==> config.mk <==
export PLATFORM = sky130hd
export DESIGN_NAME = imem_arbiter
export DESIGN_NICKNAME = d
export VERILOG_FILES = /design/src/rtl/imem_arbiter.sv
export SDC_FILE = /design/constraint.sdc
export NUM_CORES = 1
export LEC_CHECK = 0
export CAP_MARGIN = 0
export CELL_PAD_IN_SITES_DETAIL_PLACEMENT = 0
export CELL_PAD_IN_SITES_GLOBAL_PLACEMENT = 1
export CORE_MARGIN = 5
export CORE_UTILIZATION = 26
export CTS_CLUSTER_SIZE = 10
export DETAILED_ROUTE_END_ITERATION = 10
export GPL_TIMING_DRIVEN = 0
export HOLD_SLACK_MARGIN = 0.15
export PLACE_DENSITY = 0.9
export SKIP_CTS_REPAIR_TIMING = 1
export SYNTH_ARGS = -nofsm -noshare
export SYNTH_HDL_FRONTEND = slang
export SYNTH_SLANG_ARGS = --single-unit
==> constraint.sdc <==
create_clock -name clk -period 3.7 [get_ports clk]
set_input_delay 0.74 -clock clk [delete_from_list [all_inputs] [get_ports clk]]
set_output_delay 0.74 -clock clk [all_outputs]
set_load 0.05 [all_outputs]
==> src/rtl/imem_arbiter.sv <==
// -----------------------------------------------------------------------------
// imem_arbiter
//
// Shares one single-port, word-organised instruction memory between the CPU
// fetch port (read-only) and the program loader/debug port (read/write).
// The loader normally has priority. A starvation counter makes sure fetch
// still wins after STARVE_MAX consecutive lost arbitrations. The loader can
// also take the memory exclusively with loadLock, which blocks fetch entirely.
//
// Ports
//   clk, rst_n              rising-edge clock, asynchronous active-low reset
//   fetchReq/fetchAddr      fetch read request, held until fetchGnt
//   fetchGnt                fetch accepted this cycle (combinational)
//   fetchValid/Instr/Err    fetch response, one cycle after the grant
//   loadReq/We/Addr/Data    loader request, held until loadGnt
//   loadLock                request exclusive loader ownership
//   loadGnt                 loader accepted this cycle (combinational)
//   loadValid/Rdata/Err     loader response, one cycle after the grant
//   locked                  arbiter is in the LOCK state
//   memEn/We/Addr/Wdata     memory strobe, write enable, word index, write data
//   memRdata                memory read data, valid the cycle after a read strobe
// -----------------------------------------------------------------------------
module imem_arbiter #(
    parameter int DEPTH      = 32,
    parameter int STARVE_MAX = 4
) (
    input  logic                     clk,
    input  logic                     rst_n,
    input  logic                     fetchReq,
    input  logic [31:0]              fetchAddr,
    output logic                     fetchGnt,
    output logic                     fetchValid,
    output logic [31:0]              fetchInstr,
    output logic                     fetchErr,
    input  logic                     loadReq,
    input  logic                     loadWe,
    input  logic [31:0]              loadAddr,
    input  logic [31:0]              loadData,
    input  logic                     loadLock,
    output logic                     loadGnt,
    output logic                     loadValid,
    output logic [31:0]              loadRdata,
    output logic                     loadErr,
    output logic                     locked,
    output logic                     memEn,
    output logic                     memWe,
    output logic [$clog2(DEPTH)-1:0] memAddr,
    output logic [31:0]              memWdata,
    input  logic [31:0]              memRdata
);

    localparam int AW = $clog2(DEPTH);
    localparam int SW = $clog2(STARVE_MAX + 1);
    localparam logic [SW-1:0] STARVE_LIMIT = SW'(STARVE_MAX);

    typedef enum logic {
        RUN  = 1'b0,
        LOCK = 1'b1
    } state_t;

    state_t        state_reg, state_next;
    logic [SW-1:0] starve_reg, starve_next;

    // Address legality for both requesters: index 0 = fetch, 1 = loader.
    logic [31:0] req_addr [2];
    logic [1:0]  addr_ok;

    assign req_addr[0] = fetchAddr;
    assign req_addr[1] = loadAddr;

    generate
        for (genvar gi = 0; gi < 2; gi++) begin : g_addr_chk
            assign addr_ok[gi] = (req_addr[gi][1:0] == 2'b00) &&
                                 (req_addr[gi][31:2] < 30'(DEPTH));
        end
    endgenerate

    // -------------------------------------------------------------------------
    // Arbitration, state/starvation update and memory strobes
    // -------------------------------------------------------------------------
    always_comb begin
        state_next  = state_reg;
        starve_next = starve_reg;
        fetchGnt    = 1'b0;
        loadGnt     = 1'b0;
        memEn       = 1'b0;
        memWe       = 1'b0;
        memAddr     = '0;
        memWdata    = '0;

        case (state_reg)
            RUN: begin
                // Loader wins unless fetch has already lost STARVE_MAX times.
                // loadLock is not looked at here, so a fetch win in the cycle
                // the lock rises is still honoured.
                if (fetchReq && (!loadReq || (starve_reg == STARVE_LIMIT))) begin
                    fetchGnt = 1'b1;
                end else if (loadReq) begin
                    loadGnt = 1'b1;
                end

                if (!fetchReq || fetchGnt) begin
                    starve_next = '0;
                end else if (starve_reg != STARVE_LIMIT) begin
                    starve_next = starve_reg + 1'b1;
                end

                if (loadLock) begin
                    state_next = LOCK;
                end
            end
            LOCK: begin
                loadGnt     = loadReq;
                starve_next = '0;
                if (!loadLock) begin
                    state_next = RUN;
                end
            end
            default: begin
                state_next  = RUN;
                starve_next = '0;
            end
        endcase

        // Illegal addresses are granted but never reach the memory.
        if (fetchGnt && addr_ok[0]) begin
            memEn   = 1'b1;
            memAddr = fetchAddr[AW+1:2];
        end else if (loadGnt && addr_ok[1]) begin
            memEn    = 1'b1;
            memWe    = loadWe;
            memAddr  = loadAddr[AW+1:2];
            memWdata = loadWe ? loadData : 32'h0;
        end
    end

    always_ff @(posedge clk or negedge rst_n) begin
        if (!rst_n) begin
            state_reg  <= RUN;
            starve_reg <= '0;
        end else begin
            state_reg  <= state_next;
            starve_reg <= starve_next;
        end
    end

    assign locked = (state_reg == LOCK);

    // -------------------------------------------------------------------------
    // Responses
    // Valid/Err are captured at the grant edge. The read data itself only
    // exists on memRdata in the response cycle, so it is steered through while
    // Valid is high and captured into a hold register for the idle cycles.
    // The *_mem_reg flag says whether the response carries memory data
    // (legal read) or must read as zero (error or write acknowledge).
    // -------------------------------------------------------------------------
    logic        fetch_valid_reg, fetch_err_reg, fetch_mem_reg;
    logic        load_valid_reg,  load_err_reg,  load_mem_reg;
    logic [31:0] fetch_hold_reg,  load_hold_reg;
    logic [31:0] fetch_data, load_data;

    assign fetch_data = fetch_mem_reg ? memRdata : 32'h0;
    assign load_data  = load_mem_reg  ? memRdata : 32'h0;

    always_ff @(posedge clk or negedge rst_n) begin
        if (!rst_n) begin
            fetch_valid_reg <= 1'b0;
            fetch_err_reg   <= 1'b0;
            fetch_mem_reg   <= 1'b0;
            fetch_hold_reg  <= '0;
            load_valid_reg  <= 1'b0;
            load_err_reg    <= 1'b0;
            load_mem_reg    <= 1'b0;
            load_hold_reg   <= '0;
        end else begin
            fetch_valid_reg <= fetchGnt;
            load_valid_reg  <= loadGnt;
            if (fetchGnt) begin
                fetch_err_reg <= !addr_ok[0];
                fetch_mem_reg <= addr_ok[0];
            end
            if (loadGnt) begin
                load_err_reg <= !addr_ok[1];
                load_mem_reg <= addr_ok[1] && !loadWe;
            end
            if (fetch_valid_reg) begin
                fetch_hold_reg <= fetch_data;
            end
            if (load_valid_reg) begin
                load_hold_reg <= load_data;
            end
        end
    end

    assign fetchValid = fetch_valid_reg;
    assign fetchErr   = fetch_err_reg;
    assign fetchInstr = fetch_valid_reg ? fetch_data : fetch_hold_reg;
    assign loadValid  = load_valid_reg;
    assign loadErr    = load_err_reg;
    assign loadRdata  = load_valid_reg ? load_data : load_hold_reg;

endmodule

---- Word level (Yosys, flattened, before mapping) ----
Index checks and enable logic that the tools add are counted.
cells by class
  add/subtract/negate cells ............... 1
  $lt $le $gt $ge ......................... 2
  equality and inequality tests ........... 3
  multiplexer cells ....................... 23
  bitwise operators ....................... 1
  reductions and logical operators ........ 15
operators by type and width
  cell                   count
  $mux W32               7
  $lt A30 B6 Y1 const B  2
  $mux W1                10
  $mux W5                2
  $logic_and A1 B1 Y1    6
  $mux W3                2
  $ne A3 B3 Y1 const B   2
  $pmux W3 S2            1
  $logic_not A1 Y1       5
  $logic_not A2 Y1       2
  $add A3 B1 Y3 const B  1
  $eq A3 B3 Y1 const B   1
  $logic_or A1 B1 Y1     2
  $pmux W1 S2            1
  $not A1 Y1             1
word-level totals
  bits in registers ....................... 74
  word-level logic and storage cells ...... 55

---- Depth between registers and ports, before layout ----
Gate-level depths: netlist of run 1.
  word-level depth ........................ 8
  gate-level depth with buffers ........... 7

---- Worst setup path after synthesis of run 1 ----
No wires, ideal clock.
  kind .................................... register -> output
  start point ............................. reg load_valid_reg (netlist: loadValid)
  end point ............................... out loadRdata[0]
  arrival time ............................ 2.171 ns
  required time ........................... 2.960 ns
  slack ................................... 0.789 ns
  cell stages (with the launch flop) ...... 4
  buffers on the path ..................... 2
  cells stage by stage .................... dfrtp_1 clkbuf_1 clkbuf_1 o21ai_0
on the way
  longest elaborated chain between the ends .. 1
RTL lines
  what                    RTL line  source
  from (decl)             158       logic load_valid_reg, load_err_reg, load_mem_reg;
  from (signal assigned)  177       load_valid_reg <= loadGnt;
  $mux W32                --
  to (decl)               42        output logic [31:0] loadRdata,
Every way passes these cells.

---- Worst setup path after layout of run 1 ----
  start point ............................. in loadAddr[25]
  end point ............................... out memWdata[16]
on the way
  longest elaborated chain between the ends .. 5
RTL lines
  what                 RTL line  source
  from (decl)          37        input logic [31:0] loadAddr,
  $lt A30 B6 Y1        74        (req_addr[gi][31:2] < 30'(DEPTH));
  $logic_and A1 B1 Y1  73        assign addr_ok[gi] = (req_addr[gi][1:0] == 2'b00) &&
  $logic_and A1 B1 Y1  129       end else if (loadGnt && addr_ok[1]) begin
  $mux W32             129
  $mux W32             126       if (fetchGnt && addr_ok[0]) begin
  to (decl)            48        output logic [31:0] memWdata,
Every way passes these cells.

==> impl_results.md, run 1 <==
* Wire length of the first global-routing pass at 21,900 um
* Worst Tran Pin Value at 0.6127 ns
* Worst vdd ir at 0.2311 mV
* Layout cells sized above 1 at 5.625%
* Logic pwr share at 10.8%
* Post-synth cell types at 30
* Worst min path class: input port to asynchronous set/reset pin
* Async S/R FF share, synth at 100.0%
* Cell count after synthesis at 380
* Crit-path slowest cell: dlymetal6s2s_1
* Vias at 3,665
* Outcome: finished, final reports clean
* Clk pin slew, worst setup/hold paths at 0.06 ns
* Largest net degree at the start of global routing at 43
* Min Tclk post-route at 3.641 ns
* # fillers at 1,146
* R2r setup slk at 1.96 ns
* Worst path max stage delay at 0.49 ns
* Final setup viols at 0
* Layout Cells excl Fill at 812
* Area grow syn2layout at 91.25%
* Synth top area share at 54.17%
* Final worst path period share at 98.41%
* WHS at 0.3485 ns
* CTS tree: yes
* DRC viols at 0
* Met3 GRT Util at 5.961%
* Yosys top cell by area: dfrtp_1
* Num CTS Buffers at 9
* Final wirelength at 14,250 um
* CP Cell Sequence: clkdlybuf4s50_1 > nor4_1 > nand4_1 > nor3_4 > buf_6 > and3_1 > dlymetal6s2s_1
* Met1 Use GR at 19.34%
* CTS root buffer: clkbuf_16
* Final WS setup at 0.05895 ns
* # rows at 41
* Global route hottest layer: met2
* Pleak at 3.352 nW
* Slew headroom at 59.09%
* Total Power at 2.048 mW
* Post-Syn Nets at 516
* Dpl ws at -0.3295 ns
* Vias in the first global route at 3,913
* Initial antenna violation count at 0
* Final Hold Viols at 0
* Crit Path Class: input port to output port
* Avg WL per Cell at 17.55 um
* Commonest cells after routing, fill and taps aside: clkdlybuf4s50_1, dfrtp_1, inv_1, o21ai_0, dlymetal6s2s_1
* Nature of the critical path startpoint: input port
* Sink Count at 74
* Internal power at 1.615 mW
* Die X-Extent at 124.7 um
* Critical Path RT at 2.96 ns
* Final #Nets at 771
* #FFs+latches synth at 74
* Clock power share at 49.4%
* Post-DP HPWL at 11,680 um
* Mapped cell area at 0.003418 sq mm
* Met2 Track Usage GR at 32.63%
* Top cells by area, synth: dfrtp_1, o21ai_0, inv_1
* Top FF cell, synth: dfrtp_1
* Reg-to-Reg Start: starve_reg[0]
* Sw Ratio at 21.15%
* Die area at 0.01554 sq mm
* Reg power frac at 39.8%
* Setup_tns at 0 ns
* Cell Pwr Density at 313.2 mW/mm^2
* RSZ-0062 raised after global routing: false
* Total track usage at 17.81%
* Most common cell after layout, fill and taps aside: clkdlybuf4s50_1
* Io pins at 244
* Max_cap viols at 0
* Slew Limit Fails at 0
* Ys Warns at 0
* Clock Latency Late Sink at 0.33 ns
* PortBufs at 243
* Post-synthesis sequential area ratio at 54.17%
* WP data arrival at 2.90 ns
* RR Endpoint: fetch_mem_reg
* Fmax at 274.6 MHz
* DP Cell Count at 796
* Buffers plus inverters on the worst setup path at 3
* Starting DRT DRC Count at 236
* Initial Utilization at 26.76%
* Switch Pwr at 433.1 uW
* Post-route ant nets at 0
* Global route overflow at 0
* Top delay family on crit path: buffers and inverters
* Vias per Instance at 4.514
* H-tree depth at 3
* Gpl congestion at 0.8886
* Syn_area_per_cell at 8.995 sq um
* Core area at 0.01277 sq mm
* Diodes inserted at 0
* Post-synth EDFFs at 0
* CTS Buffer Depth at 2
* DRT Pass-1 Iters at 4
* Worst-case reg-to-reg path depth at 5
* Crit Path Max Fanout at 10
* Die height at 124.7 um
* Crit. End Element: output port
* Setup Skew at 0.007724 ns
-- Yosys cell counts (2+ instances only) --
master and number:
dfrtp_1 74, inv_1 67, o21ai_0 64, nand3_1 35, nand2_1 33, and3_1 27
clkbuf_1 20, nor4_1 10, nor2_1 8, and2_1 7, a32o_1 5, and3_2 5
buf_6 3, nor3_1 3, ha_1 2, nand4_1 2, nor4_2 2
-- metrics by stage --
| step | util [%] | cell area (sq um) |
|---|---|---|
| 2_1_floorplan | - | 3418 |
| 3_3_place_gp | 47.49 | 6066 |
| 3_5_place_dp | 47.62 | 6083 |
| 4_1_cts | 50.36 | 6432 |
| 5_1_grt | 51.18 | 6538 |
| 6_report | 51.18 | 6538 |
-- worst max path at each step --
stage,from,slack [ns],depth (start not counted),to
after CTS,loadAddr[25],-0.35,6,memAddr[3]
final,loadAddr[25],0.06,7,memWdata[16]
after global placement,rst_n,-0.64,1,load_mem_reg
after detailed placement,loadAddr[25],-0.33,6,memAddr[3]
after global routing,fetchValid,0.003,6,fetchInstr[16]
after floorplan,loadValid,0.79,3,loadRdata[0]
-- power by group through the flow --
stage / combinational, mW / clock (mW) / sequential (mW)
after detailed placement: 0.223 / 0 / 0.829
after floorplan: 0.0313 / 0 / 0.834
after global placement: 0.217 / 0 / 0.829
after CTS: 0.224 / 1.04 / 0.814
final: 0.222 / 1.01 / 0.814
after global routing: 0.238 / 1.08 / 0.814
-- metal layers --
metal	part of all wire, %	vias to the layer above
li1	-	1764
met1	37	1708
met2	52	172
met3	8.2	21
met4	3.3	0
met5	0	-
-- kinds of logic after synthesis --
logic type / Yosys count / share of synthesized area, %
and+or+nand+nor: 137 / 21.60
muxes: 2 / 0.6222
buffers and inverters: 91 / 10.65
DFF: 74 / 54.17
AOI/OAI and AO/OA: 74 / 12.23
adders and majority gates: 2 / 0.7319
-- worst register-to-register path, cell delays in order (launching register included) --
cell,delay [ns]
dfrtp_1,0.40
inv_1,0.07
ha_1,0.18
nand2_1,0.13
a21oi_2,0.47
mux2_2,0.39
-- area by class of cell --
class	count	area, sq um	area share, %
plain buffers	24	112.6	1.722
clock buffers	9	225.2	3.445
clock inverters	7	123.9	1.895
inverters	67	251.5	3.847
multi-input cells	215	1207	18.47
flip-flops and latches	74	1852	28.33
well taps	172	215.2	3.292
repair buffers	244	2550	39.00
Note: power is estimated with default switching activity, not from simulation.
==> inputs of run 2 (changes only) <==
--- a/config.mk
+++ b/config.mk
@@ -12,9 +12,9 @@
 export CORE_UTILIZATION = 26
 export CTS_CLUSTER_SIZE = 10
 export DETAILED_ROUTE_END_ITERATION = 10
-export GPL_TIMING_DRIVEN = 0
 export HOLD_SLACK_MARGIN = 0.15
-export PLACE_DENSITY = 0.9
+export PLACE_DENSITY = 0.95
+export REMOVE_ABC_BUFFERS = 1
 export SKIP_CTS_REPAIR_TIMING = 1
 export SYNTH_ARGS = -nofsm -noshare
 export SYNTH_HDL_FRONTEND = slang
==> impl_results.md, run 2 (synthesis gave the netlist of run 1 again) <==
* Slew Limit Fails at 0
* CTS Buffer Depth at 2
* Vias per Instance at 4.492
* Die area at 0.01554 sq mm
* Worst Tran Pin Value at 0.9217 ns
* Die X-Extent at 124.7 um
* Sink Count at 74
* Vias in the first global route at 3,837
* Final wirelength at 13,880 um
* Io pins at 244
* Final worst path period share at 91.67%
* Clk pin slew, worst setup/hold paths at 0.06 ns
* WP data arrival at 2.65 ns
* Worst min path class: flop to flop
* Reg power frac at 43.2%
* Num CTS Buffers at 9
* Max_cap viols at 0
* Setup Skew at 0.009644 ns
* H-tree depth at 3
* DP Cell Count at 777
* Post-DP HPWL at 11,130 um
* Switch Pwr at 404.2 uW
* Avg WL per Cell at 17.46 um
* Global route hottest layer: met2
* PortBufs at 243
* Worst vdd ir at 0.1918 mV
* Logic pwr share at 11.4%
* Wire length of the first global-routing pass at 21,570 um
* Vias at 3,571
* Slew headroom at 38.56%
* R2r setup slk at 1.88 ns
* Die height at 124.7 um
* Cell Pwr Density at 269.7 mW/mm^2
* Worst-case reg-to-reg path depth at 4
* Nature of the critical path startpoint: input port
* CTS root buffer: clkbuf_16
* Crit Path Max Fanout at 6
* Clock Latency Late Sink at 0.33 ns
* RSZ-0062 raised after global routing: false
* Pleak at 2.888 nW
* Met3 GRT Util at 5.789%
* DRT Pass-1 Iters at 4
* Crit Path Class: input port to output port
* Area grow syn2layout at 104.6%
* Setup_tns at 0 ns
* Final Hold Viols at 0
* Final setup viols at 0
* Met1 Use GR at 17.66%
* Total track usage at 17.59%
* Initial Utilization at 26.76%
* Largest net degree at the start of global routing at 75
* Layout Cells excl Fill at 795
* Final #Nets at 752
* Core area at 0.01277 sq mm
* Hold_sp: starve_reg[0]
* Starting DRT DRC Count at 205
* Initial antenna violation count at 3
* Sw Ratio at 21.43%
* Fmax at 294.8 MHz
* RR Endpoint: fetch_hold_reg[21]
* Hold path endpoint: starve_reg[0]
* # fillers at 1,099
* Register area at 0.001853 sq mm
* DRC viols at 0
* Outcome: finished, final reports clean
* Reg-to-Reg Start: fetchValid
* Most common cell after layout, fill and taps aside: clkdlybuf4s50_1
* Met2 Track Usage GR at 33.59%
* Critical Path RT at 2.96 ns
* Gpl congestion at 0.9056
* # rows at 41
* Layout cells sized above 1 at 17.42%
* Clock power share at 45.4%
* Post-route ant nets at 0
* Min Tclk post-route at 3.392 ns
* Crit. End Element: output port
* Commonest cells after routing, fill and taps aside: clkdlybuf4s50_1, dfrtp_1, buf_12, inv_1, o21ai_0
* CTS tree: yes
* WHS Path Cells at 1
* Global route overflow at 0
* Area taken by multi-input logic gates at 0.001202 sq mm
* Internal power at 1.482 mW
## run 2: changes by cell type in the layout (fill, tap and decap cells not counted), moves of 3 or more
| cell | previous run | this run |
|---|---|---|
| dlymetal6s2s_1 | 40 | 0 |
| buf_6 | 3 | 0 |
| clkbuf_1 | 19 | 0 |
| diode_2 | 0 | 3 |
| buf_4 | 1 | 9 |
| buf_12 | 1 | 70 |
| clkdlybuf4s50_1 | 202 | 170 |
## run 2: worst max path at each step
| stage | from | endpoint | cells past startpoint |
|---|---|---|---|
| finish | loadAddr[21] | memAddr[4] | 6 |
| global route | loadAddr[25] | memAddr[2] | 6 |
| detailed placement | loadAddr[21] | memAddr[4] | 6 |
| global placement | loadAddr[21] | memAddr[4] | 6 |
| CTS | loadAddr[21] | memAddr[4] | 6 |
| floorplan | loadValid | loadRdata[30] | 1 |
## run 2: through the flow
stage	area, sq um	power (mW)	setup WS, ns	hold slack (ns)	util, %
2_1_floorplan	3306	0.8598	0.5405	0.4395	-
3_3_place_gp	6693	1.044	0.3433	0.4504	52.39
3_5_place_dp	6693	1.047	0.3362	0.4798	52.39
4_1_cts	6987	1.916	0.3293	0.4870	54.70
5_1_grt	6994	1.967	0.2205	0.5207	54.76
6_report	6994	1.887	0.3081	0.4911	54.76
## run 2: layer usage
metal	vias up	share of wire [%]
li1	1723	-
met1	1669	35
met2	160	55
met3	19	7.5
met4	0	2.2
met5	-	0
## run 2: critical path, stage by stage
cell	delay [ns]
clkdlybuf4s50_1	0.41
nor4_1	0.34
nand4_1	0.24
nor2_1	0.40
a32o_1	0.35
buf_12	0.17
## run 2: layout make-up
cell class | count | area share (%)
Clock inverter | 5 | 0.7871
Timing Repair Buffer | 249 | 45.33
Tap cell | 172 | 3.077
Inverter | 67 | 3.596
Sequential cell | 74 | 26.49
Clock buffer | 10 | 3.417
Multi-Input combinational cell | 215 | 17.19
Antenna cell | 3 | 0.1073
## run 2: power by group through the flow
stage / Sequential [mW] / Combinational (mW) / Clock, mW
2_1_floorplan: 0.842 / 0.0183 / 0
3_3_place_gp: 0.830 / 0.215 / 0
3_5_place_dp: 0.830 / 0.217 / 0
4_1_cts: 0.815 / 0.218 / 0.883
5_1_grt: 0.815 / 0.231 / 0.921
6_report: 0.815 / 0.216 / 0.856
